$ cat src/rtl/sobel_pkg.sv
// Shared defaults and FSM encoding for the Sobel window controller.
// Imported by the controller top and its coordinate counter.
package sobel_pkg;

  localparam int IMAGE_WIDTH_DEF  = 64;
  localparam int IMAGE_HEIGHT_DEF = 64;
  localparam int PX_SIZE          = 8;

  typedef enum logic [1:0] {
    S_IDLE  = 2'd0,
    S_FILL  = 2'd1,
    S_RUN   = 2'd2,
    S_FLUSH = 2'd3
  } state_t;

endpackage

$ cat src/rtl/sobel_window_ctrl_px_coord_counter.sv
// Column/row pixel coordinate counter with wrap at COLS-1 / ROWS-1.
// Flags report the last column and last row of the current position.
module px_coord_counter #(
  parameter int COLS = 64,
  parameter int ROWS = 64
) (
  input  logic                    clk,
  input  logic                    resetn,
  input  logic                    i_en,
  output logic [$clog2(COLS)-1:0] o_col,
  output logic [$clog2(ROWS)-1:0] o_row,
  output logic                    o_col_last,
  output logic                    o_row_last
);

  localparam int CW = $clog2(COLS);
  localparam int RW = $clog2(ROWS);

  logic [CW-1:0] r_col;
  logic [RW-1:0] r_row;

  assign o_col      = r_col;
  assign o_row      = r_row;
  assign o_col_last = (r_col == CW'(COLS - 1));
  assign o_row_last = (r_row == RW'(ROWS - 1));

  always_ff @(posedge clk or negedge resetn) begin
    if (!resetn) begin
      r_col <= '0;
      r_row <= '0;
    end else if (i_en) begin
      if (o_col_last) begin
        r_col <= '0;
        r_row <= o_row_last ? '0 : r_row + RW'(1);
      end else begin
        r_col <= r_col + CW'(1);
      end
    end
  end

endmodule

$ cat src/rtl/sobel_window_ctrl.sv
// Control for a 3x3 Sobel window: line-buffer shift, zero padding,
// and centre coordinate / border tagging of each window result.
module sobel_window_ctrl
  import sobel_pkg::*;
#(
  parameter int IMAGE_WIDTH  = IMAGE_WIDTH_DEF,
  parameter int IMAGE_HEIGHT = IMAGE_HEIGHT_DEF
) (
  input  logic                            clk,
  input  logic                            resetn,
  input  logic                            input_data_valid,
  output logic                            shift_en,
  output logic                            pad_sel,
  output logic                            out_valid,
  output logic [$clog2(IMAGE_WIDTH)-1:0]  out_col,
  output logic [$clog2(IMAGE_HEIGHT)-1:0] out_row,
  output logic                            out_border,
  output logic                            frame_done,
  output logic                            busy,
  output logic                            ovf
);

  localparam int CW = $clog2(IMAGE_WIDTH);
  localparam int RW = $clog2(IMAGE_HEIGHT);
  localparam int FW = $clog2(IMAGE_WIDTH + 1);

  state_t r_state;
  state_t w_state_nxt;

  logic          w_in_en;
  logic [CW-1:0] w_in_col;
  logic [RW-1:0] w_in_row;
  logic          w_in_col_last;
  logic          w_in_row_last;

  logic          w_emit;
  logic [CW-1:0] w_oc_col;
  logic [RW-1:0] w_oc_row;
  logic          w_oc_col_last;
  logic          w_oc_row_last;
  logic          w_border;

  logic [FW-1:0] r_flush_cnt;
  logic          w_flush_last;

  logic          r_out_valid;
  logic [CW-1:0] r_out_col;
  logic [RW-1:0] r_out_row;
  logic          r_out_border;
  logic          r_frame_done;
  logic          r_ovf;

  px_coord_counter #(
    .COLS (IMAGE_WIDTH),
    .ROWS (IMAGE_HEIGHT)
  ) u_in_cnt (
    .clk        (clk),
    .resetn     (resetn),
    .i_en       (w_in_en),
    .o_col      (w_in_col),
    .o_row      (w_in_row),
    .o_col_last (w_in_col_last),
    .o_row_last (w_in_row_last)
  );

  px_coord_counter #(
    .COLS (IMAGE_WIDTH),
    .ROWS (IMAGE_HEIGHT)
  ) u_out_cnt (
    .clk        (clk),
    .resetn     (resetn),
    .i_en       (w_emit),
    .o_col      (w_oc_col),
    .o_row      (w_oc_row),
    .o_col_last (w_oc_col_last),
    .o_row_last (w_oc_row_last)
  );

  assign w_flush_last = (r_flush_cnt == FW'(IMAGE_WIDTH));

  assign w_border = (w_oc_col == '0) || (w_oc_row == '0) ||
                    w_oc_col_last || w_oc_row_last;

  always_ff @(posedge clk or negedge resetn) begin
    if (!resetn) begin
      r_state <= S_IDLE;
    end else begin
      r_state <= w_state_nxt;
    end
  end

  // Shift W lands on input coordinate (1,0): window holds a full centre next.
  always_comb begin
    w_state_nxt = r_state;
    shift_en    = 1'b0;
    pad_sel     = 1'b0;
    w_in_en     = 1'b0;
    w_emit      = 1'b0;
    unique case (r_state)
      S_IDLE: begin
        shift_en = input_data_valid;
        w_in_en  = input_data_valid;
        if (input_data_valid) begin
          w_state_nxt = S_FILL;
        end
      end
      S_FILL: begin
        shift_en = input_data_valid;
        w_in_en  = input_data_valid;
        if (input_data_valid && (w_in_row == RW'(1)) &&
            (w_in_col == '0)) begin
          w_state_nxt = S_RUN;
        end
      end
      S_RUN: begin
        shift_en = input_data_valid;
        w_in_en  = input_data_valid;
        w_emit   = input_data_valid;
        if (input_data_valid && w_in_col_last && w_in_row_last) begin
          w_state_nxt = S_FLUSH;
        end
      end
      S_FLUSH: begin
        shift_en = 1'b1;
        pad_sel  = 1'b1;
        w_emit   = 1'b1;
        if (w_flush_last) begin
          w_state_nxt = S_IDLE;
        end
      end
    endcase
  end

  always_ff @(posedge clk or negedge resetn) begin
    if (!resetn) begin
      r_flush_cnt <= '0;
    end else if (r_state == S_FLUSH) begin
      r_flush_cnt <= w_flush_last ? '0 : r_flush_cnt + FW'(1);
    end
  end

  always_ff @(posedge clk or negedge resetn) begin
    if (!resetn) begin
      r_out_valid  <= 1'b0;
      r_out_col    <= '0;
      r_out_row    <= '0;
      r_out_border <= 1'b0;
      r_frame_done <= 1'b0;
      r_ovf        <= 1'b0;
    end else begin
      r_out_valid  <= w_emit;
      r_out_border <= w_emit & w_border;
      r_frame_done <= w_emit & w_oc_col_last & w_oc_row_last;
      if (w_emit) begin
        r_out_col <= w_oc_col;
        r_out_row <= w_oc_row;
      end
      if ((r_state == S_FLUSH) && input_data_valid) begin
        r_ovf <= 1'b1;
      end
    end
  end

  assign out_valid  = r_out_valid;
  assign out_col    = r_out_col;
  assign out_row    = r_out_row;
  assign out_border = r_out_border;
  assign frame_done = r_frame_done;
  assign ovf        = r_ovf;
  assign busy       = (r_state != S_IDLE);

endmodule

$ cat config.mk
export PLATFORM = sky130hd
export DESIGN_NAME = sobel_window_ctrl
export DESIGN_NICKNAME = d
export VERILOG_FILES = /design/src/rtl/sobel_pkg.sv /design/src/rtl/sobel_window_ctrl_px_coord_counter.sv /design/src/rtl/sobel_window_ctrl.sv
export SDC_FILE = /design/constraint.sdc
export NUM_CORES = 1
export LEC_CHECK = 0
export ABC_AREA = 0
export BUFFER_PORTS_ARGS = -buffer_cell sky130_fd_sc_hd__buf_2
export CAP_MARGIN = 20
export CORE_MARGIN = 3
export CORE_UTILIZATION = 37
export CTS_CLUSTER_DIAMETER = 120
export DETAILED_ROUTE_END_ITERATION = 6
export HOLD_SLACK_MARGIN = 0.06
export PLACE_DENSITY = 0.63
export SYNTH_ARGS = -nofsm -noshare
export SYNTH_HDL_FRONTEND = slang
export SYNTH_SLANG_ARGS = --single-unit
$ cat constraint.sdc
create_clock -name clk -period 2.53 [get_ports clk]
set_input_delay 0.3795 -clock clk [delete_from_list [all_inputs] [get_ports clk]]
set_output_delay 0.3795 -clock clk [all_outputs]
set_load 0.02 [all_outputs]
# --- After elaboration in Yosys (flattened, before gate mapping) ---
# Index checks and enable logic that the tools add are counted.
totals:
  register_bits: 49
  in_bits: 3
classes:
  n_addsub: 5
  n_mux: 14
  n_eq_ne: 13
  bitwise: 3
  reduce_logical: 17
ops:
  columns: ["operator", "count"]
  rows:
  - ["6-bit by 1-bit adder with 6-bit output (second input constant)", 4]
  - ["6-bit == test (second input constant)", 4]
  - ["6-bit 2-to-1 mux", 4]
  - ["6-bit zero test", 3]
  - ["2-bit 2-to-1 mux", 4]
  - ["2-bit inequality test (second input constant)", 4]
  - ["2-bit one-hot mux with 4 select lines", 1]
  - ["7-bit by 1-bit adder with 7-bit output (second input constant)", 1]
  - ["7-bit == test (second input constant)", 1]
  - ["7-bit 2-to-1 mux", 1]
  - ["6-bit by 1-bit == test with 1-bit output (second input constant)", 1]
  - ["1-bit logical AND", 5]
  - ["2-bit == test (second input constant)", 2]
  - ["1-bit one-hot mux with 2 select lines", 2]
  - ["2-bit AND reduction", 2]
  - ["4-bit AND reduction", 1]
  - ["1-bit bitwise AND", 3]
  - ["1-bit logical OR", 3]
  - ["3-bit OR reduction", 1]
  - ["2-bit by 1-bit == test with 1-bit output (second input constant)", 1]
  - ["2-bit zero test", 1]
  - ["1-bit 2-to-1 mux", 2]
  - ["2-bit nonzero test", 1]

# --- Logic depth before layout (Yosys ltp) ---
# Gate-level depths: netlist of the first run.
logic_depth:
  depth_word: 5
  ltp_mapped: 9
  mapped_depth_nobuf: 8

# --- Cells and area by module ---
# A second synthesis of the first run with hierarchy kept.
hier_totals:
  hier_cells: 219
  area_unflattened_um2: 2434.8
modules_own_cells:
  columns: ["module", "area_per_inst_um2", "instances", "cells_per_inst"]
  rows:
  - ["sobel_window_ctrl", 1236.2, 1, 103]
  - ["px_coord_counter", 599.3, 2, 58]

# --- Worst setup path after synthesis of the first run ---
# No wires, ideal clock.
synth_path:
  kind: "flip-flop to flip-flop"
  start: "reg u_in_cnt.r_row[1] (netlist: u_in_cnt.o_row[1])"
  end: "reg r_state[1]"
  slack_ns: 0.541
  arrival_ns: 1.861
  required_ns: 2.402
  setup_time_ns: 0.128
  period_less_slack_ns: 1.989
  path_stages_with_launch: 8
  cell_sequence: "dfrtp_1 -> inv_1 -> ha_1 -> or4b_1 -> o41ai_2 -> o211ai_1 -> a21oi_2 -> mux2_1"
synth_between:
  elab_chain_len: 5
synth_rtl:
  columns: ["item", "line", "source"]
  rows:
  - ["from (decl)", "sobel_window_ctrl_px_coord_counter.sv:20", "logic [RW-1:0] r_row;"]
  - ["from (signal assigned)", "sobel_window_ctrl_px_coord_counter.sv:34", "r_row <= o_row_last ? '0 : r_row + RW'(1);"]
  - ["6-bit by 1-bit == test with 1-bit output", "sobel_window_ctrl.sv:110", "if (input_data_valid && (w_in_row == RW'(1)) &&"]
  - ["1-bit logical AND (2 in series)", "sobel_window_ctrl.sv:110", null]
  - ["2-bit inequality test (no line)", null, null]
  - ["4-bit AND reduction (no line) (*)", null, null]
  - ["to (signal assigned)", "sobel_window_ctrl.sv:88", "r_state <= w_state_nxt;"]
  - ["to (decl)", "sobel_window_ctrl.sv:27", "state_t r_state;"]
# Every way passes the cells marked *; elsewhere a longest branch is shown, timed or not.
# A chain may end at the register's enable or synchronous reset.

# --- Final worst setup path of the first run ---
# Ends and elaborated chain as after synthesis.

==> results.toml, run 1 <==
[routing]
viasPerCell = 4.99
route.detailed.drc = 0
drt-pass1-iter-count = 5
num_vias = 1691
ant_nets = 0
drt_wl_total_um = 4320
routedWlPerCell_um = 12.7
drt_iter0_markers = 38

[sta]
final-setup-viol-count = 0
fin_worst_skew_ns = 0.0113
setup_ws_ns = 0.430
fin_crit_ns = 2.10
hold_ws_ns = 0.0761
hold_violations = 0
period_share = 0.830
max_freq_mhz = 476
tightest_slew_ns = 0.597
relSlewSlack = 0.602
drv_slew = 0
rsz0062_at_grt = "false"
fin_tns_setup_ns = 0

[power]
vdd_ir_drop_max_mv = 0.636
p_leak_nw = 1.28
power.density_nw_per_um2 = 1040
p_sw_frac = 0.389
internal-power_mw = 1.71
seqPwrFrac = 0.436
power_switching_mw = 1.09
clockPowerShare = 0.192
power_mw = 2.79
pwr-share-comb = 0.372

[layout]
final_nets = 282
diodes = 0
instances_no_fill = 339
drive_gt1_frac = 0.159
post-route-util = 0.445
area_growth_pct = 14.2
final_cell_area_um2 = 2680

[die]
die_h_um = 85.7
initial_utilization = 0.390
dieArea_um2 = 7340
coreArea_um2 = 6030
io_pins = 22
dieWidth_um = 85.7
fp-row-count = 28

[global_routing]
antenna_found_initial = 0
grt_overflow_total = 0
grt_pass1_vias = 1735
grt_pass1_wl_um = 7820
grt_max_degree = 27
grtUsageTotal = 0.132

[synth]
avgSynthCellArea_um2 = 9.99
ys_ff_latch = 49
synth_seq_area_share = 0.522
synth-edff-count = 0
synth_area_um2 = 2350
synth_ff_type = "dfrtp_1"
yosysWarnings = 0
synthArstFlopShare = 1.00
syn_inst = 235
yosys.cell_types.count = 38
syn_nets = 253

[clocking]
cts_tree = "done"
cts_root_buffer = "clkbuf_8"
clock_latency_ns = 0.30
clkTransAtPathRegs_ns = 0.09
cts_resized = 0
numCtsBuffers = 5
numClockSinks = 49
htree_levels = 2
postCtsSetupBuffers = 0
hold_buffers = 0
clk_path_buf_depth = 2

[placed_design]
dp.cells = 332
dp_slack_ns = 0.437
dpl_cell_area_um2 = 2580
dp_hpwl_um = 3100
io_buffer_count = 21
gp_congestion = 0.740

[worst_hold_path]
hp-class = "in2async"

[worst_setup_path]
cp-start-kind = "flip-flop"
crit_fanout = 4
arrival_ns = 2.28
crit_type = "reg2reg"
worstSetupEndpointType = "flip-flop"
crit_required_ns = 2.71

[status]
outcome = "complete, no violations"

[flow_run]
maxCapViolCount = 0
==> registers in the layout (all words and copies together) (netlist names) <==
name and cells:
r_state 2, u_in_cnt.o_col 6, out_col 6, out_border 1, frame_done 1, out_valid 1
u_in_cnt.o_row 6, u_out_cnt.o_col 6, ovf 1, r_flush_cnt 7, u_out_cnt.o_row 6, out_row 6
==> synth_stat cells, drive strengths merged (3+ instances only) <==
library cell,instances,area [um^2]
or4,4,35.0
a21o,3,22.5
dfrtp,49,1230
nand3,7,35.0
nand4,10,62.6
a21oi,7,42.5
and3,4,25.0
xnor2,11,96.3
nor3,3,15.0
o21ai,21,109
clkbuf,4,15.0
ha,15,188
inv,15,56.3
nand2,51,191
xor2,3,26.3
nor2,8,32.5
==> cell type report <==
class	count	area, um^2
fill	609	3340
timing repair buffer	27	163
clock inverter	2	35.0
tap	75	93.8
inverter	15	56.3
clock buffer	5	68.8
sequential	49	1230
multi-input combinational	166	1040
==> routing by layer <==
layer | wire length, um | part of all wire | track usage | vias to the layer above
met2 | 2130 | 0.49 | 0.224 | 21
met5 | 0 | 0 | 0 | -
li1 | - | - | - | 865
met1 | 2000 | 0.46 | 0.166 | 799
met4 | 34 | 0.0079 | 0.0259 | 0
met3 | 156 | 0.036 | 0.0423 | 6
==> layout by cell type (no fill, tap or decap), types with 2 or more instances in the layout <==
cell type and instances:
nand4_1 10, buf_2 21, a21oi_1 5, nor4_1 2, dfrtp_1 49, ha_1 15
xor2_1 3, inv_1 14, buf_4 5, nand2_1 51, nor2_1 7, a31oi_1 2
o21ai_1 20, nand3_1 7, nor3_1 3, a21oi_2 2, a21o_1 3, clkbuf_8 5
xnor2_1 11, or4_1 2, o31ai_1 2, o211ai_1 2, and3_1 4
==> power by group through the flow <==
| stage | Clock, mW | Sequential [mW] | Combinational, mW |
|---|---|---|---|
| after floorplan | 0 | 1.27 | 0.674 |
| after global placement | 0 | 1.23 | 1.04 |
| after detailed placement | 0 | 1.23 | 1.05 |
| after CTS | 0.555 | 1.22 | 1.06 |
| after global routing | 0.592 | 1.26 | 1.19 |
| final | 0.538 | 1.22 | 1.04 |
==> worst paths after layout <==
| path | depth (start not counted) | slack [ns] | endpoint | from |
|---|---|---|---|---|
| setup reg to reg | 7 | 0.43 | r_state[1] | u_in_cnt.o_row[1] |
| min in group clk | 2 | 0.41 | ovf | input_data_valid |
| max in group asynchronous | 2 | 1.91 | u_out_cnt.o_col[3] | resetn |
| hold / removal | 1 | 0.08 | u_in_cnt.o_row[5] | resetn |
| hold reg to reg | 1 | 0.46 | ovf | ovf |
| setup / recovery | 7 | 0.43 | r_state[1] | u_in_cnt.o_row[1] |
==> cell families after synthesis <==
logic type               after synthesis  share of synthesized area
AO/OA/AOI/OAI                         41                      0.111
XOR/XNOR                              14                     0.0522
adder cells (fa/ha/maj)               15                     0.0800
buffers and inverters                 20                     0.0352
flip-flops                            49                      0.522
multiplexers                           2                    0.00906
AND/OR/NAND/NOR                       94                      0.190
==> critical path: stages (launching register included) <==
cell and delay, ns:
dfrtp_1 0.41, inv_1 0.06, ha_1 0.12, or4b_1 0.44, o41ai_2 0.29, o211ai_1 0.16, a21oi_2 0.16, mux2_1 0.33
No activity file was read; power rests on OpenSTA's default activity.
==> inputs of run 2 (changes only) <==
--- a/config.mk
+++ b/config.mk
@@ -5,7 +5,7 @@
 export SDC_FILE = /design/constraint.sdc
 export NUM_CORES = 1
 export LEC_CHECK = 0
-export ABC_AREA = 0
+export ABC_AREA = 1
 export BUFFER_PORTS_ARGS = -buffer_cell sky130_fd_sc_hd__buf_2
 export CAP_MARGIN = 20
 export CORE_MARGIN = 3
@@ -13,7 +13,7 @@
 export CTS_CLUSTER_DIAMETER = 120
 export DETAILED_ROUTE_END_ITERATION = 6
 export HOLD_SLACK_MARGIN = 0.06
-export PLACE_DENSITY = 0.63
+export PLACE_DENSITY = 0.65
 export SYNTH_ARGS = -nofsm -noshare
 export SYNTH_HDL_FRONTEND = slang
 export SYNTH_SLANG_ARGS = --single-unit
==> constraint.sdc (replaced) <==
create_clock -name clk -period 1.9 [get_ports clk]
set_input_delay 0.285 -clock clk [delete_from_list [all_inputs] [get_ports clk]]
set_output_delay 0.285 -clock clk [all_outputs]
set_load 0.02 [all_outputs]
==> run 2 against run 1 <==
  * Global-route usage up 0.46 points
  * Combinational power up 66%
  * Critical endpoint is now pad_sel
  * Sequential cell count unchanged
  * Critical path depth down 4
  * Synthesized cell count up 21%
  * Total power up 54%
  * Design area up 7.4%
  * Non-clock buffer count down 1
  * Sequential share of layout area down 3.2 points
  * Clock power up 46%
  * Utilization down 0.15 points
  * Largest cell class unchanged
==> results.toml, run 2 <==
[die]
initial_utilization = 0.391
dieWidth_um = 88.9
fp-row-count = 29
coreArea_um2 = 6490
io_pins = 22
die_h_um = 88.9
dieArea_um2 = 7900

[sta]
drv_slew = 0
max_freq_mhz = 559
setup_ws_ns = 0.110
rsz0062_at_grt = "false"
period_share = 0.942
fin_tns_setup_ns = 0
hold_violations = 0
tightest_slew_ns = 0.376
final-setup-viol-count = 0
fin_worst_skew_ns = 0.00473
relSlewSlack = 0.749
fin_crit_ns = 1.79

[routing]
routedWlPerCell_um = 12.0
ant_nets = 0
viasPerCell = 4.80
drt-pass1-iter-count = 4
num_vias = 1881
drt_wl_total_um = 4690
drt_iter0_markers = 82
route.detailed.drc = 0

[power]
vdd_ir_drop_max_mv = 0.703
internal-power_mw = 2.50
clockPowerShare = 0.182
p_sw_frac = 0.420
power_switching_mw = 1.81
seqPwrFrac = 0.417
pwr-share-comb = 0.401
p_leak_nw = 1.43
power.density_nw_per_um2 = 1490
power_mw = 4.31

[placed_design]
dp_hpwl_um = 3480
dpl_cell_area_um2 = 2750
dp_slack_ns = 0.154
io_buffer_count = 21
gp_congestion = 0.815
dp.cells = 383

[clocking]
postCtsSetupBuffers = 0
clkTransAtPathRegs_ns = 0.09
hold_buffers = 1
cts_resized = 0
numCtsBuffers = 5
cts_root_buffer = "clkbuf_8"
numClockSinks = 49
htree_levels = 2
cts_tree = "done"
clock_latency_ns = 0.30
clk_path_buf_depth = 2

[synth]
syn_inst = 285
syn_nets = 303
synth_area_leaders = "dfrtp_1 48%, nand2_1 8.7%, ha_1 7.4%"
avgSynthCellArea_um2 = 8.92
synth_seq_area_share = 0.482
synth.most_common_cell = "nand2_1"
synthArstFlopShare = 1.00
synth_commonest_cells = "59 x nand2_1, 49 x dfrtp_1, 32 x inv_1"
yosysWarnings = 0
ys_ff_latch = 49
netlist.area_leader.share = 0.482
synth_top_area_cell = "dfrtp_1"
synth_ff_type = "dfrtp_1"
yosys.cell_types.count = 34
synth_area_um2 = 2540
synth-edff-count = 0

[worst_setup_path]
crit_required_ns = 1.62
cp-start-kind = "flip-flop"
critPathTopFamily = "flip-flops"
worstSetupEndpointType = "output port"
arrival_ns = 1.50
crit_type = "reg2out"
cpPeakStageDelay_ns = 0.40
cp_slowest_cell = "dfrtp_1"
crit_fanout = 9
critical_path.cell_chain = "ha_1 > buf_4 > buf_2"
crit_buf_inv = 2

[global_routing]
antenna_found_initial = 0
grt_max_degree = 50
grt_pass1_wl_um = 8600
grt_pass1_vias = 1916
grtUsageTotal = 0.136
grt_overflow_total = 0

[layout]
final_cell_area_um2 = 2880
final_cell_mix = "59 x nand2_1, 49 x dfrtp_1, 32 x inv_1"
drive_gt1_frac = 0.165
area_growth_pct = 13.3
regMostFlops = "r_flush_cnt"
mostFrequentLayoutCell = "nand2_1"
n_fill_cell = 628
final_nets = 332
diodes = 0
largest_reg_flops = 7
instances_no_fill = 392

[flow_run]
maxCapViolCount = 0

[status]
outcome = "complete, no violations"

[worst_hold_path]
hp-class = "in2reg"
==> run 2: changes by cell type in the layout (fill, tap and decap cells not counted), moves of 4 or more <==
| cell | before | now |
|---|---|---|
| nand2_1 | 51 | 59 |
| xnor2_1 | 11 | 4 |
| xor2_1 | 3 | 7 |
| nor2_1 | 7 | 29 |
| nand3_1 | 7 | 18 |
| o21ai_1 | 20 | 3 |
| inv_1 | 14 | 32 |
| o21ai_0 | 0 | 24 |
| nand4_1 | 10 | 5 |
==> run 2: layout make-up <==
| cell class | instances | area, um^2 | area share |
|---|---|---|---|
| clock buffer | 7 | 86.3 | 0.0300 |
| clock inverter | 1 | 30.0 | 0.0104 |
| inverter | 37 | 146 | 0.0508 |
| multi-input combinational | 195 | 1140 | 0.395 |
| sequential | 49 | 1230 | 0.426 |
| tap | 77 | 96.3 | 0.0334 |
| timing repair buffer | 26 | 158 | 0.0547 |
==> run 2: path summary, 6_finish.rpt <==
kind	start	endpoint	cells after the start	slack, ns
setup / recovery	r_state[0]	pad_sel	3	0.11
hold / removal	input_data_valid	ovf	3	0.35
setup reg to reg	r_state[0]	u_out_cnt.o_row[2]	7	0.17
hold reg to reg	u_out_cnt.o_col[4]	u_out_cnt.o_col[4]	1	0.47
max in group asynchronous	resetn	out_row[4]	3	1.19
min in group asynchronous	resetn	u_in_cnt.o_col[4]	3	0.48
==> run 2: cell families (layout without fill, tap and decap cells) <==
group / count (synthesis) / in the layout / share of synthesized area
AOI/OAI and AO/OA: 38 / 38 / 0.0792
buffers and inverters: 41 / 71 / 0.0704
adders and majority gates: 15 / 15 / 0.0738
DFF: 49 / 49 / 0.482
and+or+nand+nor: 131 / 131 / 0.256
xor gates and xnor gates: 11 / 11 / 0.0379
==> run 2: metal layers <==
metal	vias to the layer above	part of all wire	wire [um]	GRT usage
li1	962	-	-	-
met1	887	0.49	2310	0.181
met2	28	0.46	2180	0.222
met3	4	0.035	166	0.0304
met4	0	0.0087	41	0.0440
met5	-	0	0	0
==> run 2: power groups by stage <==
stage | combinational, mW | sequential (mW) | clock [mW]
after floorplan | 1.15 | 1.90 | 0
after global placement | 1.72 | 1.79 | 0
after detailed placement | 1.75 | 1.81 | 0
after CTS | 1.76 | 1.79 | 0.800
after global routing | 2.01 | 1.86 | 0.843
final | 1.73 | 1.79 | 0.783
==> run 2: tightest hold or removal path: stages <==
cell and delay [ns]:
buf_2 0.14, inv_2 0.12, o21bai_1 0.08
==> run 2: per-stage QoR <==
step / hold slack, ns / util
floorplan: -0.0106 / -
global placement: 0.294 / 0.424
detailed placement: 0.293 / 0.424
CTS: 0.345 / 0.443
global route: 0.350 / 0.443
finish: 0.355 / 0.443
==> inputs of run 3 (changes only) <==
--- a/config.mk
+++ b/config.mk
@@ -5,7 +5,7 @@
 export SDC_FILE = /design/constraint.sdc
 export NUM_CORES = 1
 export LEC_CHECK = 0
-export ABC_AREA = 1
+export ABC_CLOCK_PERIOD_IN_PS = 1900
 export BUFFER_PORTS_ARGS = -buffer_cell sky130_fd_sc_hd__buf_2
 export CAP_MARGIN = 20
 export CORE_MARGIN = 3
==> run 3 against run 2 <==
  * The flow now finishes with violations (negative setup slack)
  * Clock-buffer cell count fell by 1
  * Utilization grew 2.5 points
  * Critical endpoint is now r_state[1]
  * Sequential cell count unchanged
  * Combinational power shrank 5%
  * Critical path type is now reg2reg
==> results.toml, run 3 (same netlist as run 1, synthesis figures left out) <==
[status]
outcome = "complete, but fails checks"
violations = "negative setup slack"

[power]
power.density_nw_per_um2 = 1370
p_leak_nw = 1.37
vdd_ir_drop_max_mv = 0.754
power_mw = 3.86

[global_routing]
grt_pass1_wl_um = 7690
grtUsageTotal = 0.129
grt.met3_usage = 0.0317
use_met1 = 0.178
grt_max_degree = 20
grt_most_used_layer = "met2"
antenna_found_initial = 0
grt_use_met2 = 0.204
grt_overflow_total = 0
grt_pass1_vias = 1730

[routing]
drt-pass1-iter-count = 4
viasPerCell = 4.87
ant_nets = 0
num_vias = 1738
routedWlPerCell_um = 12.4
drt_iter0_markers = 64
route.detailed.drc = 0
drt_wl_total_um = 4420

[flow_run]
maxCapViolCount = 0

[worst_setup_path]
cpPeakStageDelay_ns = 0.55
cp_slowest_cell = "or4_4"
critPathTopFamily = "compound AO/OA/AOI/OAI gates"
arrival_ns = 2.22
crit_type = "reg2reg"
crit_buf_inv = 0
cp-start-kind = "flip-flop"
critical_path.cell_chain = "or4_4 > o41ai_4 > o211ai_1 > a21oi_2 > mux2_4"
crit_required_ns = 2.09
worstSetupEndpointType = "flip-flop"
crit_fanout = 2

[clocking]
clk_path_buf_depth = 2
cts_tree = "done"
numCtsBuffers = 5
cts_root_buffer = "clkbuf_8"
numClockSinks = 49
clock_latency_ns = 0.30
clkTransAtPathRegs_ns = 0.09
htree_levels = 2

[die]
die_h_um = 85.7
dieArea_um2 = 7340
initial_utilization = 0.390
dieWidth_um = 85.7
io_pins = 22
coreArea_um2 = 6030
fp-row-count = 28

[layout]
post-route-util = 0.468
final_cell_area_um2 = 2820
area_growth_pct = 20.1
mostFrequentLayoutCell = "nand2_1"
drive_gt1_frac = 0.227
diodes = 0
n_fill_cell = 580
multi_input_area_um2 = 1060
instances_no_fill = 357
largest_reg_flops = 7
seqCellArea_um2 = 1230
regMostFlops = "r_flush_cnt"
final_nets = 299
final_cell_mix = "51 x nand2_1, 49 x dfrtp_1, 21 x buf_2, 21 x buf_4, 20 x o21ai_1"

[placed_design]
dp_hpwl_um = 3270
dp.cells = 347
dpl_cell_area_um2 = 2680
io_buffer_count = 21
gp_congestion = 0.782

[sta]
final-setup-viol-count = 2
fin_worst_skew_ns = 0.00398
setup_ws_ns = -0.131
fin_tns_setup_ns = -0.216
period_share = 1.07
hold_violations = 0
rsz0062_at_grt = "true"
drv_slew = 0
relSlewSlack = 0.712
tightest_slew_ns = 0.432
max_freq_mhz = 492
fin_crit_ns = 2.03

[worst_hold_path]
hp-class = "in2reg"
==> run 3: through the flow <==
step	hold WS, ns	worst slack (ns)
after floorplan	-0.0106	-0.0654
after global placement	0.249	-0.0676
after detailed placement	0.248	-0.116
after CTS	0.329	-0.133
after global routing	0.341	-0.221
final	0.323	-0.131
==> run 3: cell type report <==
type / instances / share of cell area
clock inverter: 2 / 0.00488
sequential: 49 / 0.435
timing repair buffer: 44 / 0.101
clock buffer: 6 / 0.0293
tap: 75 / 0.0333
multi-input combinational: 166 / 0.377
inverter: 15 / 0.0200
==> run 3: what timing repair did <==
| item | in CTS | in global routing |
|---|---|---|
| resized for setup | 3 | 4 |
| endpoints found under the hold margin | 17 | 0 |
| setup buffers | 0 | 1 |
| hold buffers | 1 | 0 |
| pin swaps | 0 | 1 |
| setup endpoints to repair | 2 | 4 |
==> run 3: final timing paths <==
path | startpoint | end | slack, ns | cells after the start
worst max-delay path | u_in_cnt.o_row[2] | r_state[1] | -0.13 | 5
worst min-delay path | input_data_valid | ovf | 0.32 | 2
worst max register to register | u_in_cnt.o_row[2] | r_state[1] | -0.13 | 5
worst min register to register | ovf | ovf | 0.46 | 1
max in group asynchronous | resetn | u_out_cnt.o_col[5] | 0.86 | 3
min in group asynchronous | resetn | r_flush_cnt[1] | 0.45 | 2
==> run 3: per-layer routing <==
metal	vias up	routed length, um
li1	896	-
met3	4	108
met5	-	0
met2	17	2100
met1	821	2190
met4	0	24
==> run 3: power by group <==
group,switching [mW],internal [mW],leakage [nW]
clock,0.351,0.296,0.0512
combinational,0.936,0.712,0.694
sequential,0.225,1.34,0.622
total,1.51,2.35,1.37
